File: src/rtl/rs485_cmd_master_if.sv
// Command/response and transceiver-pin bundle for the RS485 command master.
// The master modport is the controller's view; slave is the host/transceiver side.
interface rs485_cmd_master_if;
  logic       cmd_valid;
  logic [3:0] cmd_data;
  logic       cmd_ready;
  logic       rs485_uart_txd;
  logic       rs485_de;
  logic       rs485_uart_rxd;
  logic       rsp_valid;
  logic [3:0] rsp_data;
  logic       rsp_err;
  logic       rsp_timeout;
  logic       busy;

  modport master (
    input  cmd_valid, cmd_data, rs485_uart_rxd,
    output cmd_ready, rs485_uart_txd, rs485_de,
    output rsp_valid, rsp_data, rsp_err, rsp_timeout, busy
  );

  modport slave (
    output cmd_valid, cmd_data, rs485_uart_rxd,
    input  cmd_ready, rs485_uart_txd, rs485_de,
    input  rsp_valid, rsp_data, rsp_err, rsp_timeout, busy
  );
endinterface

File: src/rtl/rs485_cmd_master.sv
// RS485 initiator: sends one 8N1 command byte {4'b0,cmd_data}, turns the
// half-duplex line around and receives the 8N1 key-data reply byte.
module rs485_cmd_master #(
  parameter int CLK_FREQ          = 50000000,
  parameter int UART_BPS          = 115200,
  parameter int TURN_GUARD_BITS   = 1,
  parameter int RESP_TIMEOUT_BITS = 20
) (
  input  logic               sys_clk,
  input  logic               sys_rst_n,
  rs485_cmd_master_if.master bus
);

  localparam int BPS_CNT   = CLK_FREQ / UART_BPS;
  localparam int HALF_CNT  = BPS_CNT / 2;
  localparam int GUARD_CNT = TURN_GUARD_BITS * BPS_CNT;
  localparam int TMO_CNT   = RESP_TIMEOUT_BITS * BPS_CNT;
  localparam int MAX_A     = (BPS_CNT > GUARD_CNT) ? BPS_CNT : GUARD_CNT;
  localparam int MAX_CNT   = (MAX_A > TMO_CNT) ? MAX_A : TMO_CNT;
  localparam int CNT_W     = $clog2(MAX_CNT + 1);
  localparam bit HAS_GUARD = (TURN_GUARD_BITS > 0);

  localparam logic [CNT_W-1:0] CNT_ZERO   = {CNT_W{1'b0}};
  localparam logic [CNT_W-1:0] CNT_ONE    = CNT_W'(1);
  localparam logic [CNT_W-1:0] BPS_LAST   = CNT_W'(BPS_CNT - 1);
  localparam logic [CNT_W-1:0] HALF_LAST  = CNT_W'(HALF_CNT - 1);
  localparam logic [CNT_W-1:0] GUARD_LAST = CNT_W'(GUARD_CNT - 1);
  localparam logic [CNT_W-1:0] TMO_LAST   = CNT_W'(TMO_CNT - 1);

  typedef enum logic [2:0] {
    ST_IDLE     = 3'd0,
    ST_DE_SETUP = 3'd1,
    ST_TX       = 3'd2,
    ST_GUARD    = 3'd3,
    ST_WAIT_RSP = 3'd4,
    ST_RX       = 3'd5
  } state_t;

  // Line level of 8N1 slot idx (0 = start, 1..8 = data LSB first, 9 = stop).
  function automatic logic frame_bit(input logic [3:0] nib, input logic [3:0] idx);
    logic [9:0] frame;
    frame = {1'b1, 4'b0000, nib, 1'b0};
    if (idx <= 4'd9) begin
      return frame[idx];
    end else begin
      return 1'b1;
    end
  endfunction

  state_t           state_r, state_s;
  logic [CNT_W-1:0] cnt_r, cnt_s;
  logic [CNT_W-1:0] tmo_r, tmo_s;
  logic [3:0]       bit_r, bit_s;
  logic [3:0]       cmd_r, cmd_s;
  logic [7:0]       rx_byte_r, rx_byte_s;
  logic [3:0]       rsp_data_r, rsp_data_s;
  logic             rsp_valid_r, rsp_valid_s;
  logic             rsp_err_r, rsp_err_s;
  logic             rsp_tmo_r, rsp_tmo_s;
  logic             txd_r, de_r, ready_r, busy_r;
  logic             rx_meta_r, rx_sync_r, rx_prev_r;
  logic             rx_fall_s;
  logic             sample_s;

  assign rx_fall_s = rx_prev_r & ~rx_sync_r;

  // Two-flop synchronizer for the asynchronous receive line plus edge history
  always_ff @(posedge sys_clk) begin
    if (!sys_rst_n) begin
      rx_meta_r <= 1'b1;
      rx_sync_r <= 1'b1;
      rx_prev_r <= 1'b1;
    end else begin
      rx_meta_r <= bus.rs485_uart_rxd;
      rx_sync_r <= rx_meta_r;
      rx_prev_r <= rx_sync_r;
    end
  end

  // Next-state, bit/baud/timeout counter and response computation
  always_comb begin
    state_s     = state_r;
    cnt_s       = cnt_r;
    tmo_s       = tmo_r;
    bit_s       = bit_r;
    cmd_s       = cmd_r;
    rx_byte_s   = rx_byte_r;
    rsp_data_s  = rsp_data_r;
    rsp_valid_s = 1'b0;
    rsp_err_s   = 1'b0;
    rsp_tmo_s   = 1'b0;
    sample_s    = 1'b0;
    case (state_r)
      ST_IDLE: begin
        cnt_s = CNT_ZERO;
        bit_s = 4'd0;
        if (bus.cmd_valid && ready_r) begin
          cmd_s   = bus.cmd_data;
          state_s = ST_DE_SETUP;
        end else begin
          state_s = ST_IDLE;
        end
      end
      ST_DE_SETUP: begin
        if (cnt_r == BPS_LAST) begin
          cnt_s   = CNT_ZERO;
          bit_s   = 4'd0;
          state_s = ST_TX;
        end else begin
          cnt_s = cnt_r + CNT_ONE;
        end
      end
      ST_TX: begin
        if (cnt_r == BPS_LAST) begin
          cnt_s = CNT_ZERO;
          if (bit_r == 4'd9) begin
            bit_s   = 4'd0;
            tmo_s   = CNT_ZERO;
            state_s = HAS_GUARD ? ST_GUARD : ST_WAIT_RSP;
          end else begin
            bit_s = bit_r + 4'd1;
          end
        end else begin
          cnt_s = cnt_r + CNT_ONE;
        end
      end
      ST_GUARD: begin
        if (cnt_r == GUARD_LAST) begin
          cnt_s   = CNT_ZERO;
          tmo_s   = CNT_ZERO;
          state_s = ST_WAIT_RSP;
        end else begin
          cnt_s = cnt_r + CNT_ONE;
        end
      end
      ST_WAIT_RSP: begin
        if (tmo_r == TMO_LAST) begin
          rsp_tmo_s = 1'b1;
          state_s   = ST_IDLE;
        end else if (rx_fall_s) begin
          cnt_s   = CNT_ZERO;
          bit_s   = 4'd0;
          state_s = ST_RX;
        end else begin
          tmo_s = tmo_r + CNT_ONE;
        end
      end
      ST_RX: begin
        // Start bit is checked at half a bit, later slots one full bit apart.
        sample_s = (bit_r == 4'd0) ? (cnt_r == HALF_LAST) : (cnt_r == BPS_LAST);
        if (sample_s) begin
          cnt_s = CNT_ZERO;
          if (bit_r == 4'd0) begin
            if (rx_sync_r) begin
              state_s = ST_WAIT_RSP;
            end else begin
              bit_s = 4'd1;
            end
          end else if (bit_r == 4'd9) begin
            rsp_valid_s = 1'b1;
            rsp_err_s   = ~rx_sync_r | (rx_byte_r[7:4] != 4'b0000);
            rsp_data_s  = rx_byte_r[3:0];
            state_s     = ST_IDLE;
          end else begin
            rx_byte_s = {rx_sync_r, rx_byte_r[7:1]};
            bit_s     = bit_r + 4'd1;
          end
        end else begin
          cnt_s = cnt_r + CNT_ONE;
        end
      end
      default: begin
        state_s = ST_IDLE;
      end
    endcase
  end

  // State, counters and registered outputs (outputs follow the next state)
  always_ff @(posedge sys_clk) begin
    if (!sys_rst_n) begin
      state_r     <= ST_IDLE;
      cnt_r       <= CNT_ZERO;
      tmo_r       <= CNT_ZERO;
      bit_r       <= 4'd0;
      cmd_r       <= 4'd0;
      rx_byte_r   <= 8'd0;
      rsp_data_r  <= 4'd0;
      rsp_valid_r <= 1'b0;
      rsp_err_r   <= 1'b0;
      rsp_tmo_r   <= 1'b0;
      txd_r       <= 1'b1;
      de_r        <= 1'b0;
      ready_r     <= 1'b0;
      busy_r      <= 1'b0;
    end else begin
      state_r     <= state_s;
      cnt_r       <= cnt_s;
      tmo_r       <= tmo_s;
      bit_r       <= bit_s;
      cmd_r       <= cmd_s;
      rx_byte_r   <= rx_byte_s;
      rsp_data_r  <= rsp_data_s;
      rsp_valid_r <= rsp_valid_s;
      rsp_err_r   <= rsp_err_s;
      rsp_tmo_r   <= rsp_tmo_s;
      txd_r       <= (state_s == ST_TX) ? frame_bit(cmd_s, bit_s) : 1'b1;
      de_r        <= (state_s == ST_DE_SETUP) || (state_s == ST_TX) || (state_s == ST_GUARD);
      ready_r     <= (state_s == ST_IDLE);
      busy_r      <= (state_s != ST_IDLE);
    end
  end

  assign bus.cmd_ready      = ready_r;
  assign bus.rs485_uart_txd = txd_r;
  assign bus.rs485_de       = de_r;
  assign bus.rsp_valid      = rsp_valid_r;
  assign bus.rsp_data       = rsp_data_r;
  assign bus.rsp_err        = rsp_err_r;
  assign bus.rsp_timeout    = rsp_tmo_r;
  assign bus.busy           = busy_r;

endmodule
File: src/flat_wrapper.sv
// flat-port wrapper written by rule: the top's interface ports become plain ports
module rs485_cmd_master_flat 
#(
  parameter int CLK_FREQ          = 50000000,
  parameter int UART_BPS          = 115200,
  parameter int TURN_GUARD_BITS   = 1,
  parameter int RESP_TIMEOUT_BITS = 20
)
  (sys_clk, sys_rst_n, bus_cmd_valid, bus_cmd_data, bus_rs485_uart_rxd, bus_cmd_ready, bus_rs485_uart_txd, bus_rs485_de, bus_rsp_valid, bus_rsp_data, bus_rsp_err, bus_rsp_timeout, bus_busy);
  rs485_cmd_master_if bus_i ();
  input  logic sys_clk;
  input  logic sys_rst_n;
  input wire logic [$bits(bus_i.cmd_valid)-1:0] bus_cmd_valid;
  input wire logic [$bits(bus_i.cmd_data)-1:0] bus_cmd_data;
  input wire logic [$bits(bus_i.rs485_uart_rxd)-1:0] bus_rs485_uart_rxd;
  output wire logic [$bits(bus_i.cmd_ready)-1:0] bus_cmd_ready;
  output wire logic [$bits(bus_i.rs485_uart_txd)-1:0] bus_rs485_uart_txd;
  output wire logic [$bits(bus_i.rs485_de)-1:0] bus_rs485_de;
  output wire logic [$bits(bus_i.rsp_valid)-1:0] bus_rsp_valid;
  output wire logic [$bits(bus_i.rsp_data)-1:0] bus_rsp_data;
  output wire logic [$bits(bus_i.rsp_err)-1:0] bus_rsp_err;
  output wire logic [$bits(bus_i.rsp_timeout)-1:0] bus_rsp_timeout;
  output wire logic [$bits(bus_i.busy)-1:0] bus_busy;
  assign bus_i.cmd_valid = bus_cmd_valid;
  assign bus_i.cmd_data = bus_cmd_data;
  assign bus_i.rs485_uart_rxd = bus_rs485_uart_rxd;
  assign bus_cmd_ready = bus_i.cmd_ready;
  assign bus_rs485_uart_txd = bus_i.rs485_uart_txd;
  assign bus_rs485_de = bus_i.rs485_de;
  assign bus_rsp_valid = bus_i.rsp_valid;
  assign bus_rsp_data = bus_i.rsp_data;
  assign bus_rsp_err = bus_i.rsp_err;
  assign bus_rsp_timeout = bus_i.rsp_timeout;
  assign bus_busy = bus_i.busy;
  rs485_cmd_master #(.CLK_FREQ(CLK_FREQ), .UART_BPS(UART_BPS), .TURN_GUARD_BITS(TURN_GUARD_BITS), .RESP_TIMEOUT_BITS(RESP_TIMEOUT_BITS)) u_core (.sys_clk(sys_clk), .sys_rst_n(sys_rst_n), .bus(bus_i));
endmodule
File: config.mk
export PLATFORM = sky130hd
export DESIGN_NAME = rs485_cmd_master_flat
export DESIGN_NICKNAME = d
export VERILOG_FILES = /design/src/rtl/rs485_cmd_master_if.sv /design/src/rtl/rs485_cmd_master.sv /design/src/flat_wrapper.sv
export SDC_FILE = /design/constraint.sdc
export NUM_CORES = 1
export LEC_CHECK = 0
export BUFFER_PORTS_ARGS = -buffer_cell sky130_fd_sc_hd__buf_2
export CAP_MARGIN = 20
export CORE_UTILIZATION = 57
export CTS_CLUSTER_DIAMETER = 40
export CTS_CLUSTER_SIZE = 24
export DETAILED_ROUTE_END_ITERATION = 8
export GPL_TIMING_DRIVEN = 0
export MAX_ROUTING_LAYER = met4
export PLACE_DENSITY = 0.73
export RECOVER_POWER = 100
export SETUP_SLACK_MARGIN = 0.02
export SYNTH_ARGS = -nofsm -noshare
export SYNTH_HDL_FRONTEND = slang
export SYNTH_SLANG_ARGS = --single-unit
File: constraint.sdc
create_clock -name sys_clk -period 2.9 [get_ports sys_clk]
set_input_delay 0.29 -clock sys_clk [delete_from_list [all_inputs] [get_ports sys_clk]]
set_output_delay 0.29 -clock sys_clk [all_outputs]
set_load 0.005 [all_outputs]
==> results of run 1 <==
[worst max-delay path, cell delays in order (launching register included)]
cell and delay (ps):
dfxtp_1 370, nor4_4 360, nand4_1 300, o21a_1 280, a211o_1 270, a221o_1 380
nor2b_1 150, or4b_1 500, nand4_1 80
[power groups by stage]
| stage | Sequential [mW] | Combinational, mW | Clock [mW] |
|---|---|---|---|
| after global routing | 0.855 | 0.0754 | 0.900 |
| final | 0.854 | 0.0676 | 0.846 |
| after global placement | 0.873 | 0.0670 | 0 |
| after CTS | 0.854 | 0.0687 | 0.859 |
| after detailed placement | 0.873 | 0.0683 | 0 |
| after floorplan | 0.872 | 0.0447 | 0 |
[how the worst max path moves through the flow]
stage                                            start                                    to  slack [ps]  cells after the start
after detailed placement    u_core.bit_r[0]$_SDFF_PN0_         u_core.cnt_r[13]$_SDFFE_PN0P_        -140                     10
after floorplan             u_core.bit_r[0]$_SDFF_PN0_  u_core.bus.rs485_uart_txd$_SDFF_PN1_         370                     10
after global placement      u_core.bit_r[0]$_SDFF_PN0_          u_core.cnt_r[4]$_SDFFE_PN0P_        -100                     10
after CTS                   u_core.bit_r[1]$_SDFF_PN0_  u_core.bus.rs485_uart_txd$_SDFF_PN1_          90                     10
final                     u_core.cnt_r[9]$_SDFFE_PN0P_  u_core.bus.rs485_uart_txd$_SDFF_PN1_         130                      8
after global routing        u_core.bit_r[0]$_SDFF_PN0_  u_core.bus.rs485_uart_txd$_SDFF_PN1_          40                      9
[kinds of logic (layout without fill, tap and decap cells)]
family,Yosys count,in the layout,share of synthesized area (%)
mux,16,16,5.35
fa+ha+maj,8,8,3.34
flops,61,61,40.8
compound gates,51,51,11.4
xor+xnor,22,22,6.44
buf+inv,22,59,3.18
simple gates,166,166,29.5
[final cells by class]
class                   count  area, µm²
fillers                   440       1630
clock inverters             5       83.8
inverters                  11       41.3
well taps                  70       87.6
repair buffers             22        109
clock buffers              11        141
multi-input cells         263       1710
flip-flops and latches     61       1220
plain buffers              10       50.0
[timing repair]
item / 4_1_cts / 5_1_grt
setup buffers: 0 / 4
resized for setup: 3 / 4
setup endpoints to repair: 11 / 11
cloned: 0 / 0
pin swaps: 0 / 1
[layout by cell type (no fill, tap or decap), drive strengths merged, types with 3 or more instances in the layout]
cell type	netlist	layout
buf	3	17
nor2	61	61
nor3	6	6
nor3b	3	3
or3	3	3
nor2b	7	7
o21ai	14	14
xnor2	7	7
and2	7	7
xor2	15	15
nand3	16	16
a22oi	3	3
dfxtp	61	61
clkbuf	8	26
ha	8	8
and3b	3	3
inv	10	10
a21oi	13	13
and3	8	8
mux2i	16	16
and4	3	3
nand2b	6	6
nand4	10	10
o22ai	3	3
nand2	20	20
[stage by stage]
step           setup slack [ps]  hold slack (ps)  TNS, ps  instances  util (%)
3_3_place_gp               -104              389     -982        434      62.5
2_1_floorplan               367              386        0        346         -
3_5_place_dp               -138              410    -1390        434      62.5
5_1_grt                    35.8              144        0        453      67.9
4_1_cts                    93.3              121        0        450      67.1
6_report                    132              129        0        453      67.9
[metal layers]
layer  vias to the layer above  GRT usage (%)
met4                         0           11.7
met2                        56           41.7
li1                       1279              -
met3                        10           7.99
met1                      1190           30.0
met5                         -              -
[registers in the layout, summed over array words and instances (netlist names)]
| name | count |
|---|---|
| u_core.bit_r | 4 |
| u_core.bus.busy | 1 |
| u_core.bus.cmd_ready | 1 |
| u_core.bus.rs485_de | 1 |
| u_core.bus.rs485_uart_txd | 1 |
| u_core.bus.rsp_data | 4 |
| u_core.bus.rsp_err | 1 |
| u_core.bus.rsp_timeout | 1 |
| u_core.bus.rsp_valid | 1 |
| u_core.cmd_r | 4 |
| u_core.cnt_r | 14 |
| u_core.rx_byte_r | 8 |
| u_core.rx_meta_r | 1 |
| u_core.rx_prev_r | 1 |
| u_core.rx_sync_r | 1 |
| u_core.state_r | 3 |
| u_core.tmo_r | 14 |
==> summary.txt, run 1 <==
Setup path
  • Crit path arrival time: 3050 ps
  • Critical path endpoint category: register
  • Reg2reg end: u_core.bus.rs485_uart_txd$_SDFF_PN1_
  • Critical path class: reg -> reg
  • Register-to-register setup slack: 130 ps
  • CP required: 3180 ps
  • Worst r2r src: u_core.cnt_r[9]$_SDFFE_PN0P_
  • Worst Setup Start Kind: register
  • R2R cell count: 8
  • CP max FO: 6

Drt
  • Pre-Repair DR Iteration Count: 4
  • Met1 WL: 2.86 mm
  • Average wire per standard cell: 14.0 µm
  • Top Layer Used: met4
  • DR vias: 2535
  • Final WL: 6.36 mm
  • Antenna viol nets, final: 0
  • Vias per cell: 5.60
  • DR WL met2: 3.13 mm
  • Met3 WL: 241 µm
  • DRC: 0
  • Drt initial violations: 127

Synthesis
  • Area leader, netlist: dfxtp_1
  • Sequential fraction of the synthesis area: 40.8%
  • Yosys cell types: 53
  • Mapped cell area: 2990 µm²
  • Synth Register Bits: 61
  • YS warnings: 0
  • Syn_nets: 362
  • Top cell type's share of synthesized area: 40.8%
  • Synth top area cells: dfxtp_1 41%, nor2_1 7.7%, mux2i_1 5.4%, xor2_1 4.4%, ha_1 3.3%
  • Post-synth ARST share: 0%
  • Mean Syn Cell Area: 8.65 µm²
  • Commonest cells post-synth: 61 x dfxtp_1, 61 x nor2_1, 20 x nand2_1
  • Main synth FF type: dfxtp_1
  • Mapped Cells: 346
  • EDFF count, synth: 0

Global route
  • Initial antenna violation count: 0
  • Via count of the first global-routing pass: 2339
  • Largest net degree at the start of global routing: 12
  • Total global-route track usage: 26.1%
  • Grt ovf: 0
  • First-pass GRT wire length: 10.5 mm

Status
  • Run status: finished clean

Hold path
  • Hold Path End: u_core.rx_meta_r$_SDFF_PN1_
  • Cell depth of the worst hold path: 2
  • Hold Crit Class: in -> reg
  • Hold Crit Start: bus_rs485_uart_rxd

Layout
  • Share of cells above drive strength 1: 11.5%
  • Final nets: 394
  • Antenna cells: 0
  • Synth-to-layout area growth: 15.1%
  • Finished Cell Area: 3440 µm²

Die
  • I/O Pins: 19
  • Row Count: 26
  • Core area: 5070 µm²
  • Die height: 74.5 µm
  • Initial Util: 59.0%
  • Die area: 5540 µm²
  • Width of the die: 74.5 µm

Placed design
  • Final GP Congestion: 0.904
  • Post-DP Area: 3170 µm²
  • Number of port buffers: 18
  • Detailed placer's ending HPWL: 4.42 mm

Power and ir drop
  • Net Switching: 0.386 mW
  • Gate power share: 3.8%
  • Leak Pwr: 1.39 nW
  • Total power: 1.77 mW
  • Clk pwr share: 47.9%
  • Internal power: 1.38 mW
  • Net Sw Frac: 21.8%
  • Pwr/cell area: 513 nW/µm²
  • Reg power frac: 48.3%
  • Peak supply drop: 0.443 mV

STA
  • Crit share post-route: 95.5%
  • Setup Viol. Count Final: 0
  • F_max: 0.361 GHz
  • Fin. Hold Viols: 0
  • Max-slew violation count: 0
  • Slew Limit Headroom: 58.1%
  • RSZ-0062 raised after global routing: false
  • Worst Max-Slew Pin Slew: 626 ps
  • Minimum clock period: 2770 ps
  • Clock Skew: 9.63 ps

Clock network
  • Skew-Pair Late Insertion Delay: 350 ps
  • CTS Root Cell: clkbuf_8
  • Num CTS Buffers: 9
  • Max H-tree Level: 3
  • Clock tree buffer depth: 2
  • CTS tree: built
  • CTS Hold Bufs: 0
  • Clk sink count: 61
  • Clk slew on worst S/H paths: 60 ps

Run
  • Max Cap Viol: 0
Note: power is estimated with default switching activity, not from simulation.
==> inputs of run 2 (changes only) <==
--- a/config.mk
+++ b/config.mk
@@ -5,7 +5,8 @@
 export SDC_FILE = /design/constraint.sdc
 export NUM_CORES = 1
 export LEC_CHECK = 0
-export BUFFER_PORTS_ARGS = -buffer_cell sky130_fd_sc_hd__buf_2
+export ABC_CLOCK_PERIOD_IN_PS = 2900
+export BUFFER_PORTS_ARGS = -buffer_cell sky130_fd_sc_hd__buf_4
 export CAP_MARGIN = 20
 export CORE_UTILIZATION = 57
 export CTS_CLUSTER_DIAMETER = 40
==> run 2 against run 1 <==
  * First-iteration DRC count fell by 26%
  * Critical path depth rose by 2
  * Critical endpoint unchanged
  * Design area rose by 0.69%
  * Core utilization rose by 0.47 points
  * Sequential cell count did not move
  * Largest power group unchanged
  * Global-route usage rose by 0.33 points
  * Worst setup slack improved by 26 ps
  * Highest routed layer unchanged
  * Power fell by 8.0%
  * Sequential power barely moved
  * Hold slack got worse by 16 ps
  * Via count fell by 1.2%
==> summary.txt, run 2 (synthesis gave the netlist of run 1 again) <==
Layout
  • Synth-to-layout area growth: 15.9%
  • Most frequent cells in the layout: 61 x nor2_1, 61 x dfxtp_1, 20 x nand2_1
  • FF+latch area: 1220 µm²
  • Share of cells above drive strength 1: 13.8%
  • Footprint of the multi-input gates: 1710 µm²
  • Fillcell total: 426
  • Largest regs: u_core.cnt_r: 14 flops, u_core.tmo_r: 14 flops, u_core.rx_byte_r: 8 flops
  • Antenna cells: 0
  • Final nets: 396
  • Finished Cell Area: 3470 µm²

Clock network
  • CTS tree: built
  • Skew-Pair Late Insertion Delay: 360 ps
  • Max H-tree Level: 3
  • CTS Root Cell: clkbuf_8
  • Clk sink count: 61
  • Clock tree buffer depth: 2
  • Num CTS Buffers: 9
  • Clk slew on worst S/H paths: 70 ps

Placed design
  • Detailed placer's ending HPWL: 4.54 mm
  • Final GP Congestion: 0.857
  • Number of port buffers: 18
  • Post-DP Area: 3220 µm²

Global route
  • Largest net degree at the start of global routing: 14
  • Via count of the first global-routing pass: 2316
  • Total global-route track usage: 26.4%
  • First-pass GRT wire length: 10.4 mm
  • Grt ovf: 0
  • Initial antenna violation count: 0

STA
  • F_max: 0.365 GHz
  • Slew Limit Headroom: 59.0%
  • Crit share post-route: 94.6%
  • Setup Viol. Count Final: 0
  • Fin. Hold Viols: 0
  • Worst Max-Slew Pin Slew: 613 ps
  • Clock Skew: 14.7 ps
  • Max-slew violation count: 0
  • Minimum clock period: 2740 ps

Setup path
  • Critical path endpoint category: register
  • Critical path class: reg -> reg
  • CP max stage cell: or3b_2
  • Worst Setup Start Kind: register
  • Max incr delay on CP: 520 ps
  • Crit path arrival time: 3040 ps
  • CP max FO: 6
  • CP required: 3190 ps
  • Crit-path cells: inv_1, ha_1, or3b_2, nand3_1, a21oi_4, a311oi_1, a221o_1, nor3_1, or4b_1, nand4_1

Die
  • Die area: 5540 µm²
  • I/O Pins: 19
  • Core area: 5070 µm²
  • Die height: 74.5 µm
  • Initial Util: 59.0%
  • Width of the die: 74.5 µm
  • Row Count: 26

Drt
  • Drt initial violations: 94
  • Pre-Repair DR Iteration Count: 4
  • Final WL: 6.37 mm
  • Average wire per standard cell: 14.0 µm
  • DRC: 0
  • Antenna viol nets, final: 0
  • Vias per cell: 5.51
  • DR vias: 2505

Power and ir drop
  • Leak Pwr: 1.41 nW
  • Peak supply drop: 0.368 mV
  • Pwr/cell area: 469 nW/µm²
  • Total power: 1.63 mW

Status
  • Run status: finished clean

Run
  • Max Cap Viol: 0

Hold path
  • Hold Crit Class: in -> reg
[run 2: changes by cell type in the layout (fill, tap and decap cells not counted), sizes merged]
cell / change
buf: -4
bufinv: -2
clkbuf: +4
clkinv: +2
inv: +2
[run 2: critical path, delay by kind of cell (launching register included)]
family | cells | cell delay (ps)
compound gates | 3 | 620
fa+ha+maj | 1 | 220
buf+inv | 1 | 120
flops | 1 | 380
simple gates | 5 | 1330
[run 2: path summary, 6_finish.rpt]
path              depth (start not counted)                        start                                   end  slack [ps]
hold reg to reg                           1  u_core.rx_meta_r$_SDFF_PN1_           u_core.rx_sync_r$_SDFF_PN1_         410
setup / recovery                         10   u_core.bit_r[0]$_SDFF_PN0_  u_core.bus.rs485_uart_txd$_SDFF_PN1_         160
setup reg to reg                         10   u_core.bit_r[0]$_SDFF_PN0_  u_core.bus.rs485_uart_txd$_SDFF_PN1_         160
hold / removal                            2           bus_rs485_uart_rxd           u_core.rx_meta_r$_SDFF_PN1_         110
[run 2: area by class of cell]
cell class	instances	area share (%)
Clock inverter	7	1.70
Multi-Input combinational cell	263	49.4
Timing Repair Buffer	24	4.98
Tap cell	70	2.53
Clock buffer	9	3.57
Inverter	11	1.19
Sequential cell	61	35.2
Buffer	10	1.44
[run 2: where the power goes]
group	switching [mW]	internal (mW)	leakage, nW
Combinational	0.0419	0.0304	0.827
Sequential	0.00584	0.848	0.493
Clock	0.381	0.319	0.0864
[run 2: per-layer routing]
layer  up-vias  wire length (µm)  GRT usage (%)
met2        40              3150           42.8
met5         -                 0              -
met3        15               237           9.08
met1      1167              2830           29.8
li1       1283                 -              -
met4         0               150           10.5
[run 2: what timing repair did]
action                                  4_1_cts  5_1_grt
gates resized for setup                       2        6
pin swaps                                     0        3
buffers inserted                              0        6
hold buffers                                  0        0
endpoints found under the setup margin       11       11
[run 2: metrics by stage]
step | setup slack [ps] | std cells | utilization (%) | hold slack (ps) | TNS, ps
5_1_grt | -43.2 | 455 | 68.3 | 118 | -43.2
6_report | 158 | 455 | 68.3 | 113 | 0
4_1_cts | 32.1 | 450 | 67.1 | 102 | 0
2_1_floorplan | 367 | 346 | - | 386 | 0
3_3_place_gp | -98.5 | 434 | 63.4 | 389 | -979
3_5_place_dp | -155 | 434 | 63.4 | 397 | -1430
==> inputs of run 3 (changes only) <==
--- a/config.mk
+++ b/config.mk
@@ -15,8 +15,9 @@
 export GPL_TIMING_DRIVEN = 0
 export MAX_ROUTING_LAYER = met4
 export PLACE_DENSITY = 0.73
-export RECOVER_POWER = 100
+export RECOVER_POWER = 25
 export SETUP_SLACK_MARGIN = 0.02
+export SKIP_CTS_REPAIR_TIMING = 1
 export SYNTH_ARGS = -nofsm -noshare
 export SYNTH_HDL_FRONTEND = slang
 export SYNTH_SLANG_ARGS = --single-unit
==> run 3 against run 2 <==
  * Combinational power hardly changed
  * Sequential power about the same
  * Die area is the same
  * Global-route usage decreased by 0.059 points
  * Sequential cell count unchanged
  * Critical path depth unchanged
  * Power about the same
  * Design area increased by 0.11%
  * Register-to-register slack about the same
==> summary.txt, run 3 (synthesis gave the netlist of run 1 again) <==
Clock network
  • Clock tree buffer depth: 2
  • CTS tree: built
  • Clk slew on worst S/H paths: 70 ps
  • CTS Root Cell: clkbuf_8
  • Max H-tree Level: 3
  • Num CTS Buffers: 9
  • Skew-Pair Late Insertion Delay: 360 ps
  • Clk sink count: 61

Layout
  • Most frequent cells in the layout: 61 x nor2_1, 61 x dfxtp_1, 20 x nand2_1
  • Antenna cells: 0
  • Fin util: 68.4%
  • Share of cells above drive strength 1: 14.0%
  • Fillcell total: 426
  • Synth-to-layout area growth: 16.0%
  • Final nets: 396
  • Layout Cells excl Fill: 455
  • Largest regs: u_core.cnt_r: 14 flops, u_core.tmo_r: 14 flops, u_core.rx_byte_r: 8 flops

Global route
  • Initial antenna violation count: 0
  • Via count of the first global-routing pass: 2308
  • Total global-route track usage: 26.4%
  • Grt ovf: 0
  • First-pass GRT wire length: 10.4 mm
  • Largest net degree at the start of global routing: 14

Power and ir drop
  • Peak supply drop: 0.368 mV
  • Pwr/cell area: 468 nW/µm²
  • Total power: 1.63 mW
  • Leak Pwr: 1.41 nW

Setup path
  • Register-to-register setup slack: 150 ps
  • CP required: 3200 ps
  • Crit path arrival time: 3040 ps
  • Critical path class: reg -> reg
  • Critical path endpoint category: register
  • Worst Setup Start Kind: register
  • CP max FO: 6

Drt
  • Drt initial violations: 95
  • Average wire per standard cell: 14.1 µm
  • DR vias: 2500
  • DRC: 0
  • Vias per cell: 5.49
  • Antenna viol nets, final: 0
  • Pre-Repair DR Iteration Count: 4
  • Final WL: 6.40 mm

STA
  • Setup Viol. Count Final: 0
  • Clock Skew: 14.6 ps
  • Crit share post-route: 94.7%
  • Minimum clock period: 2750 ps
  • TNS Setup: 0 ps
  • Worst Hold Margin: 111 ps
  • Worst Max-Slew Pin Slew: 609 ps
  • Slew Limit Headroom: 59.2%
  • Max-slew violation count: 0
  • F_max: 0.364 GHz
  • Fin. Hold Viols: 0

Placed design
  • Final GP Congestion: 0.857
  • Number of port buffers: 18
  • Detailed placer's ending HPWL: 4.54 mm
  • Placed Cells: 434

Die
  • Initial Util: 59.0%
  • Die height: 74.5 µm
  • Row Count: 26
  • Width of the die: 74.5 µm
  • Die area: 5540 µm²
  • Core area: 5070 µm²
  • I/O Pins: 19

Run
  • Max Cap Viol: 0

Hold path
  • Hold Crit Class: in -> reg

Status
  • Run status: finished clean
run 3: changes by cell type in the layout (fill, tap and decap cells not counted):
cell,change
and2_0,-3
and2_1,+3
buf_4,+1
clkbuf_1,-1
run 3: worst paths after layout:
kind / start / endpoint / depth (start not counted)
setup / recovery: u_core.bit_r[0]$_SDFF_PN0_ / u_core.bus.rs485_uart_txd$_SDFF_PN1_ / 10
hold / removal: bus_rs485_uart_rxd / u_core.rx_meta_r$_SDFF_PN1_ / 2
setup reg to reg: u_core.bit_r[0]$_SDFF_PN0_ / u_core.bus.rs485_uart_txd$_SDFF_PN1_ / 10
hold reg to reg: u_core.rx_meta_r$_SDFF_PN1_ / u_core.rx_sync_r$_SDFF_PN1_ / 1
run 3: critical path, stage by stage (launching register included):
cell and delay [ps]:
dfxtp_1 380, inv_1 120, ha_1 220, or3b_2 520, nand3_1 140, a21oi_4 80
a311oi_1 280, a221o_1 260, nor3_1 60, or4b_1 520, nand4_1 90
run 3: power breakdown:
group | leakage [nW] | internal, mW | switching [mW] | total (mW)
Clock | 0.0864 | 0.319 | 0.381 | 0.700
Sequential | 0.493 | 0.848 | 0.00590 | 0.854
Combinational | 0.834 | 0.0305 | 0.0419 | 0.0724
run 3: cell type report:
class                      count  area (µm²)  share of cell area, %
inverter                      11        41.3                   1.19
clock buffer                   9         124                   3.57
tap                           70        87.6                   2.52
multi-input combinational    263        1710                   49.3
buffer                        10        50.0                   1.44
timing repair buffer          24         176                   5.08
clock inverter                 7        58.8                   1.69
sequential                    61        1220                   35.2
run 3: per-stage QoR:
step	worst slack, ps	cell area [µm²]
after global placement	-98.5	3220
final	154	3470
after global routing	-43.6	3470
after CTS	-177	3400
after detailed placement	-155	3220
after floorplan	367	2990
run 3: per-layer routing:
metal  global-route usage (%)  routed length (µm)
met5                        -                   0
met1                     29.8                2830
met2                     42.6                3190
met4                     10.5                 133
met3                     9.08                 243
